### config.mk
export PLATFORM = sky130hd
export DESIGN_NAME = alu_serial
export DESIGN_NICKNAME = d
export VERILOG_FILES = /design/src/rtl/alu_serial.sv
export SDC_FILE = /design/constraint.sdc
export NUM_CORES = 1
export LEC_CHECK = 0
export ABC_AREA = 1
export BUFFER_PORTS_ARGS = -buffer_cell sky130_fd_sc_hd__buf_2
export CORE_ASPECT_RATIO = 1.1
export CORE_MARGIN = 2
export CORE_UTILIZATION = 45
export CTS_CLUSTER_DIAMETER = 150
export CTS_CLUSTER_SIZE = 24
export DETAILED_ROUTE_END_ITERATION = 10
export GPL_TIMING_DRIVEN = 1
export PLACE_DENSITY_LB_ADDON = 0.25
export SLEW_MARGIN = 5
export SYNTH_ARGS = -nofsm -noshare
export SYNTH_HDL_FRONTEND = slang
export SYNTH_SLANG_ARGS = --single-unit
### constraint.sdc
create_clock -name clk -period 3.15 [get_ports clk]
set_input_delay 0.63 -clock clk [delete_from_list [all_inputs] [get_ports clk]]
set_output_delay 0.63 -clock clk [all_outputs]
set_load 0.02 [all_outputs]
### src/rtl/alu_serial.sv
// -----------------------------------------------------------------------------
// alu_serial
//
// Multi-cycle ALU that processes a WIDTH-bit operand pair SLICE bits per clock.
// One narrow slice datapath is reused N = WIDTH/SLICE times. The ripple carry
// is held in a register between slices. Operands are captured on the input
// handshake. Result and flags are presented with a valid/ready handshake on
// the output side.
//
// Ports:
//   clk        clock, all state updates on the rising edge
//   rst_n      asynchronous active-low reset
//   in_valid   operand set presented
//   in_ready   block can accept operands this cycle
//   a, b       WIDTH-bit operands
//   carry_in   carry/borrow-in used by ADDC/SUBB
//   select     opcode: 000 AND, 001 OR, 010 XOR, 011 NAND,
//                      100 ADD, 101 SUB, 110 ADDC, 111 SUBB
//   out_valid  result and flags valid
//   out_ready  consumer accepts result
//   out        WIDTH-bit result
//   carry_out  carry out of the MSB slice (0 for logic ops)
//   overflow   signed overflow (0 for logic ops)
//   zero       out == 0
//   negative   out[WIDTH-1]
// -----------------------------------------------------------------------------
module alu_serial #(
   parameter int WIDTH = 8,
   parameter int SLICE = 2
) (
   input  logic             clk,
   input  logic             rst_n,
   input  logic             in_valid,
   output logic             in_ready,
   input  logic [WIDTH-1:0] a,
   input  logic [WIDTH-1:0] b,
   input  logic             carry_in,
   input  logic [2:0]       select,
   output logic             out_valid,
   input  logic             out_ready,
   output logic [WIDTH-1:0] out,
   output logic             carry_out,
   output logic             overflow,
   output logic             zero,
   output logic             negative
);

   localparam int N  = WIDTH / SLICE;
   // Keep the counter at least one bit wide so SLICE == WIDTH still elaborates.
   localparam int CW = (N > 1) ? $clog2(N) : 1;

   typedef enum logic [1:0] {
      IDLE = 2'd0,
      BUSY = 2'd1,
      DONE = 2'd2
   } state_t;

   state_t           state;
   state_t           state_next;

   logic [WIDTH-1:0] a_reg;
   logic [WIDTH-1:0] b_reg;
   logic [2:0]       op_reg;
   logic [WIDTH-1:0] res_reg;
   logic [WIDTH-1:0] res_next;
   logic             carry_reg;
   logic [CW-1:0]    count;

   logic             accept;
   logic             last;
   logic             arith;
   logic [SLICE-1:0] a_slice;
   logic [SLICE-1:0] b_slice;
   logic [SLICE-1:0] b_eff;
   logic [SLICE-1:0] res_slice;
   logic [SLICE:0]   sum;
   logic             slice_carry;
   logic             msb_carry_in;

   // Carry presented to the first slice for each opcode.
   function automatic logic initial_carry(input logic [2:0] op, input logic cin);
      logic c;
      case (op)
         3'b100:  c = 1'b0;
         3'b101:  c = 1'b1;
         3'b110:  c = cin;
         3'b111:  c = cin;
         default: c = 1'b0;
      endcase
      return c;
   endfunction

   // Bitwise operations selected by the low two opcode bits.
   function automatic logic [SLICE-1:0] logic_op(input logic [1:0]       op,
                                                 input logic [SLICE-1:0] x,
                                                 input logic [SLICE-1:0] y);
      logic [SLICE-1:0] r;
      case (op)
         2'b00:   r = x & y;
         2'b01:   r = x | y;
         2'b10:   r = x ^ y;
         default: r = ~(x & y);
      endcase
      return r;
   endfunction

   // ---------------------------------------------------------------------------
   // Control FSM
   // ---------------------------------------------------------------------------
   always_ff @(posedge clk or negedge rst_n) begin
      if (!rst_n) begin
         state <= IDLE;
      end else begin
         state <= state_next;
      end
   end

   always_comb begin
      state_next = state;
      in_ready   = 1'b0;
      out_valid  = 1'b0;
      case (state)
         IDLE: begin
            in_ready = 1'b1;
            if (in_valid) begin
               state_next = BUSY;
            end
         end
         BUSY: begin
            if (last) begin
               state_next = DONE;
            end
         end
         DONE: begin
            out_valid = 1'b1;
            // Back-to-back: a new operand set can be taken on the same edge
            // that the consumer takes the current result.
            in_ready  = out_ready;
            if (out_ready) begin
               state_next = in_valid ? BUSY : IDLE;
            end
         end
         default: begin
            state_next = IDLE;
         end
      endcase
   end

   assign accept = in_valid && in_ready;
   assign last   = (count == CW'(N - 1));

   // ---------------------------------------------------------------------------
   // Slice datapath
   // ---------------------------------------------------------------------------
   always_comb begin
      a_slice = '0;
      b_slice = '0;
      for (int i = 0; i < N; i++) begin
         if (count == CW'(i)) begin
            a_slice = a_reg[i*SLICE +: SLICE];
            b_slice = b_reg[i*SLICE +: SLICE];
         end
      end
   end

   // Opcode bit 2 selects arithmetic; bit 0 selects subtraction (a + ~b).
   assign arith        = op_reg[2];
   assign b_eff        = op_reg[0] ? ~b_slice : b_slice;
   assign sum          = {1'b0, a_slice} + {1'b0, b_eff} + {{SLICE{1'b0}}, carry_reg};
   assign res_slice    = arith ? sum[SLICE-1:0] : logic_op(op_reg[1:0], a_slice, b_slice);
   assign slice_carry  = arith & sum[SLICE];
   // The carry entering a bit equals a ^ b ^ sum at that bit.
   assign msb_carry_in = a_slice[SLICE-1] ^ b_eff[SLICE-1] ^ sum[SLICE-1];

   always_comb begin
      res_next = res_reg;
      for (int i = 0; i < N; i++) begin
         if (count == CW'(i)) begin
            res_next[i*SLICE +: SLICE] = res_slice;
         end
      end
   end

   // ---------------------------------------------------------------------------
   // Operand capture (data only, no reset needed)
   // ---------------------------------------------------------------------------
   always_ff @(posedge clk) begin
      if (accept) begin
         a_reg  <= a;
         b_reg  <= b;
         op_reg <= select;
      end
   end

   // ---------------------------------------------------------------------------
   // Result, carry chain and flag registers
   // ---------------------------------------------------------------------------
   always_ff @(posedge clk or negedge rst_n) begin
      if (!rst_n) begin
         count     <= '0;
         carry_reg <= 1'b0;
         res_reg   <= '0;
         carry_out <= 1'b0;
         overflow  <= 1'b0;
         zero      <= 1'b0;
         negative  <= 1'b0;
      end else if (accept) begin
         count     <= '0;
         carry_reg <= initial_carry(select, carry_in);
      end else if (state == BUSY) begin
         res_reg   <= res_next;
         carry_reg <= slice_carry;
         count     <= last ? '0 : count + CW'(1);
         if (last) begin
            carry_out <= slice_carry;
            overflow  <= arith & (msb_carry_in ^ sum[SLICE]);
            zero      <= (res_next == '0);
            negative  <= res_next[WIDTH-1];
         end
      end
   end

   // The result register holds the last value through IDLE.
   assign out = res_reg;

endmodule
# After elaboration in Yosys (flattened, before gate mapping)

Index checks and enable logic that the tools add are counted.

Flip-flop bits (word level): 36
Bits in latches: 0
RAM bits: 0
ROM bits: 0
Output and inout port bits: 14
Memories: 0

Add/sub/neg operators: 3
$mul: 0
Divide/modulo/power cells: 0
$lt $le $gt $ge: 0
Equality and inequality tests: 13
Shifts and indexed selects: 0
Multiplexer cells: 28
Bitwise gates (word level): 11
Reduce and logical (&&, ||, !) cells: 10

Operators by type and width:

| operator            | number |
|---|---|
| $mux 2              | 20 |
| $pmux 2 s3          | 2 |
| $eq 3x3->1 const B  | 3 |
| $eq 2x2->1 const B  | 4 |
| $logic_not 8->1     | 1 |
| $eq 2x1->1 const B  | 3 |
| $logic_not 2->1     | 3 |
| $ne 2x2->1 const B  | 3 |
| $reduce_and 3->1    | 2 |
| $mux 1              | 4 |
| $not 2->2           | 2 |
| $pmux 1 s2          | 2 |
| $add 2x2->3         | 1 |
| $add 3x1->3         | 1 |
| $xor 1x1->1         | 3 |
| $add 2x1->2 const B | 1 |
| $and 1x1->1         | 2 |
| $and 2x2->2         | 1 |
| $or 2x2->2          | 1 |
| $reduce_and 2->1    | 1 |
| $reduce_bool 2->1   | 1 |
| $reduce_or 2->1     | 1 |
| $xor 2x2->2         | 1 |
| $logic_and 1x1->1   | 1 |
| $not 1->1           | 1 |

# Depth between registers and ports, before layout

Word-level depth: 12
Mapped depth: 20

# Least setup slack after synthesis

Ideal clock, no wire load.

Path type: flip-flop to flip-flop
From: reg count[1]
To: reg zero
Arrival: 2.568 ns
Data required time: 3.034 ns
Slack: 0.466 ns
Stages on the path, launching flop included: 18
Path buffers: 1
Path through: dfrtp_1 > inv_1 > ha_1 > buf_2 > a21oi_1 > nand2_1 > o211ai_1 > and2_1 > xor2_1 > fa_1 > fa_1 > nand2_1 > nand3_1 > nand2_1 > nand2_1 > nor2_1 > nand2_1 > nand2_1

Word-level cells in the longest chain between the ends: 12
Elaborated cells between the ends (all ways): 28

Ends and longest elaborated chain:

| item                   | line     | source |
|---|---|---|
| start, declared        | 67       | `logic [CW-1:0] count;` |
| start signal, assigned | 213      | `count <= last ? '0 : count + CW'(1);` |
| $logic_not 2->1        | 159, 178 |  |
| $mux 2 (4 in series)   | 159      | `if (count == CW'(i)) begin` |
| $not 2->2              | 168      | `assign b_eff = op_reg[0] ? ~b_slice : b_slice;` |
| $mux 2                 | 168      |  |
| $add 2x2->3            | 169      | `assign sum = {1'b0, a_slice} + {1'b0, b_eff} + {{SLICE{1'b0}}, carry_reg};` |
| $add 3x1->3            | 169      |  |
| $mux 2                 | 170      | `assign res_slice = arith ? sum[SLICE-1:0] : logic_op(op_reg[1:0], a_slice, b_slice);` |
| $mux 2                 | 178      | `if (count == CW'(i)) begin` |
| $logic_not 8->1        | 217      | `zero <= (res_next == '0);` |
| end signal, assigned   | 217      |  |
| end, declared          | 44       | `output logic zero,` |

Several ways; a longest one is shown, not always the timed one.
A chain may end at the register's enable or synchronous reset.

# Worst setup path after layout

Same ends and word-level chain as after synthesis.

==> summary by stage <==
Synth
A synthesized cell averages between 9 and 10 µm². The post-synthesis sequential element count is 36. The largest area contributor in the netlist is sky130_fd_sc_hd__edfxtp_1. The top cell type's share of synthesized area is a little under a third. For this run, the number of Yosys warnings is 0. The area of the mapped netlist is 1870 µm². The portion of the post-synthesis area used by sequential elements is 53.2%.

The number of nets in the synthesized netlist is 229. The instance count of the mapped netlist is a little under 200. In this run, distinct cell masters in the synthesized netlist total 26. Sorting the synthesized cells by area gives the leading types as sky130_fd_sc_hd__edfxtp_1 (30%), sky130_fd_sc_hd__dfrtp_1 (23%), sky130_fd_sc_hd__nand2_1 (9.2%).

Clock network
Clock-pin slew was measured on the worst setup and hold paths at approximately 0.07 ns. In this run the deepest clock path goes through 2 buffers. The number of hold buffers added after CTS was 0.

The clock insertion delay at the later pin of the skew report is 0.29 ns. The clock tree from TritonCTS is built. The root cell of the clock tree is sky130_fd_sc_hd__clkbuf_8. The H-tree generated during clock tree synthesis spans 2 levels. The total CTS buffers is 5. The clock net in this run drives a total of 36 sinks.

Critical path
The top fanout value on the critical path is 7. STA classifies the critical path startpoint as a register. For the worst flop-to-flop path, the logic depth is 14. The critical path is of the reg -> reg type. The worst setup path is captured at a register. Traced cell by cell, the critical path runs through ha_1, inv_2, o211ai_1, and2_1, xor2_1, fa_1, fa_1, nand2_1, nand3_1, nand2_1, nand2_1, nor2_1, nand2_1, nand2_1. The slowest stage of the critical path belongs to the cell sky130_fd_sc_hd__fa_1. For the worst setup path, the data required time is between 3 and 4 ns. By instance count, the cell type seen most on the critical path is sky130_fd_sc_hd__nand2_1. The arrival time at the worst endpoint is between 3 and 4 ns.

The critical path's largest stage delay is ~0.48 ns.

Global route
In the global route stage, overall resource usage came out at roughly 16%. Entering global routing, the biggest net connects 20 pins. The first global-routing pass estimated between 5000 and 6000 µm of wire. The number of global-route vias before repair is roughly 1300.

The final global-route overflow total is 0. The number of antenna violations at the first check in global routing is 0.

STA
Derived from the worst setup path, the maximum achievable clock frequency is 342 MHz. Setup violations remaining at the end of the flow were counted as 0. The minimum period implied by the final worst setup slack is around 2.9 ns. Clock skew on the completed layout was measured at between 0.003 and 0.004 ns.

The sum of negative setup slack is 0 ns. The max-slew violation count is 0. Dividing the final minimum period by the clock period gives 92.9%. The worst hold slack after final layout is roughly 0.25 ns. The headroom to the max-slew limit is roughly 54%.

Once routing completed, OpenROAD measured the worst setup slack at between 0.2 and 0.25 ns. The slew at the pin closest to its max-slew limit is approximately 0.68 ns. The hold violation count in the final report is 0.

Cells and area
The count of placed standard cells in the final layout, fillers left out is between 200 and 300. The net count of the finished layout is roughly 270. The register area is roughly 1000 µm². The final core utilization is ~58%. The count of fill cells added during filler insertion is between 300 and 400. The most common library cell in the layout ignoring fill and taps is sky130_fd_sc_hd__nand2_1. The post-route standard cell area excluding fillers is between 2000 and 2500 µm². The top cell types in the final layout, fill and taps aside, are sky130_fd_sc_hd__nand2_1 (46), sky130_fd_sc_hd__buf_2 (37), sky130_fd_sc_hd__inv_1 (22). The area growth from synthesis to layout is 23.3%. The antenna cell count is 0.

In the final layout, the multi-input gates occupy roughly 800 µm². Of the cells placed in the final design, the portion with a size suffix greater than 1 is a little under a third.

Place
Counting tap cells, the placed design contains a total of 281 instances. After detailed placement, the total cell area comes to roughly 2100 µm². Summed over all nets, the half-perimeter wirelength after detailed placement is roughly 2600 µm.

Timing analysis after detailed placement gives a worst setup slack of 0.119 ns. Port buffering added 37 buffers. The final estimated routing congestion in global placement is about 0.8.

Power
The worst-case IR drop observed on VDD is roughly 0.00047 V. The static leakage is 1.11 nW. The total power per unit cell area is 1200 nW/µm². The total power is about 2.8 mW.

Outcome
The run finished with clean final reports.

Floorplanning
The floorplan step defined a core boundary enclosing ~4000 µm². The die covers approximately 4700 µm². The die boundary height is between 70 and 80 µm.

The starting density of the core is a little under half. For this design the top-level I/O count stands at 38. The die extent in x is about 66 µm.

The number of standard-cell rows in the floorplan is 24.

Routing
The vias after detailed routing is 1406. The number of nets with antenna violations after routing is 0. Dividing the detail-routed wire length by the instance count gives 12.1 µm.

The DRC violations left is 0. For this block, the initial DRC count from the detailed router was 68. The routed design has around 3500 µm of wire. The first TritonRoute pass finished after 4 iterations. The detail-routed via count per cell is between 4 and 5.

Run
The number of violations of the max-capacitance limit is 0.

Worst hold path
The path class of the tightest hold or removal check is in -> async.
[metal layers]
layer / vias to the layer above / wire, µm / track usage [%]
met5: - / 0 / 0
met4: 0 / 70 / 6.25
met3: 6 / 190 / 4.24
met2: 42 / 1700 / 27.7
met1: 639 / 1550 / 20.4
li1: 719 / - / -
[kinds of logic (layout without fill, tap and decap cells)]
kind of cell               Yosys count  after routing  synth area share (%)
adders and majority gates           11             11                  8.15
and+or+nand+nor                     82             82                  21.4
xor gates and xnor gates             4              4                  1.87
DFF                                 36             36                  53.2
buffers and inverters               31             75                  6.35
AOI/OAI and AO/OA                   30             30                  9.02
[power by group]
group          internal [mW]  leakage (nW)  switching (mW)
clock                  0.396        0.0784           0.169
combinational          0.563         0.643           0.895
sequential             0.659         0.391          0.0928
total                   1.62          1.11            1.16
[final timing paths]
path / slack, ns / end / start
worst min-delay path: 0.25 / carry_out / rst_n
worst max register to register: 0.22 / zero / count[1]
worst min register to register: 0.49 / negative / negative
min in group clk: 0.49 / negative / negative
max in group asynchronous: 2.60 / count[1] / rst_n
worst max-delay path: 0.22 / zero / count[1]
[cell usage after synthesis, drive strengths merged]
| cell | n |
|---|---|
| xor2 | 3 |
| edfxtp | 19 |
| ha | 9 |
| and2 | 2 |
| o22ai | 1 |
| clkbuf | 1 |
| xnor2 | 1 |
| inv | 28 |
| o211ai | 2 |
| fa | 2 |
| buf | 2 |
| dfrtp | 17 |
| nor2 | 6 |
| nand2 | 49 |
| or2 | 6 |
| o21ai | 15 |
| o21a | 3 |
| a21oi | 7 |
| a22oi | 1 |
| o31ai | 1 |
| nand3 | 19 |
[area by class of cell]
class	count	share of cell area, %
inverters	28	4.55
flip-flops and latches	36	43.2
well taps	52	2.82
clock buffers	5	2.98
clock inverters	3	3.90
multi-input cells	127	33.9
repair buffers	39	8.67
[worst max-delay path: cells and delay by family (launching register included)]
kind	cells	cell delay [ns]
fa+ha+maj	3	1.17
flops	1	0.44
simple gates	8	0.81
buf+inv	1	0.19
compound gates	1	0.11
xor+xnor	1	0.16
[what timing repair did]
action | 4_1_cts | 5_1_grt
hold endpoints to repair | 0 | 0
resized for setup | 0 | 5
setup buffers | 0 | 1
setup endpoints to repair | 0 | 6
No activity file was read; power rests on OpenSTA's default activity.
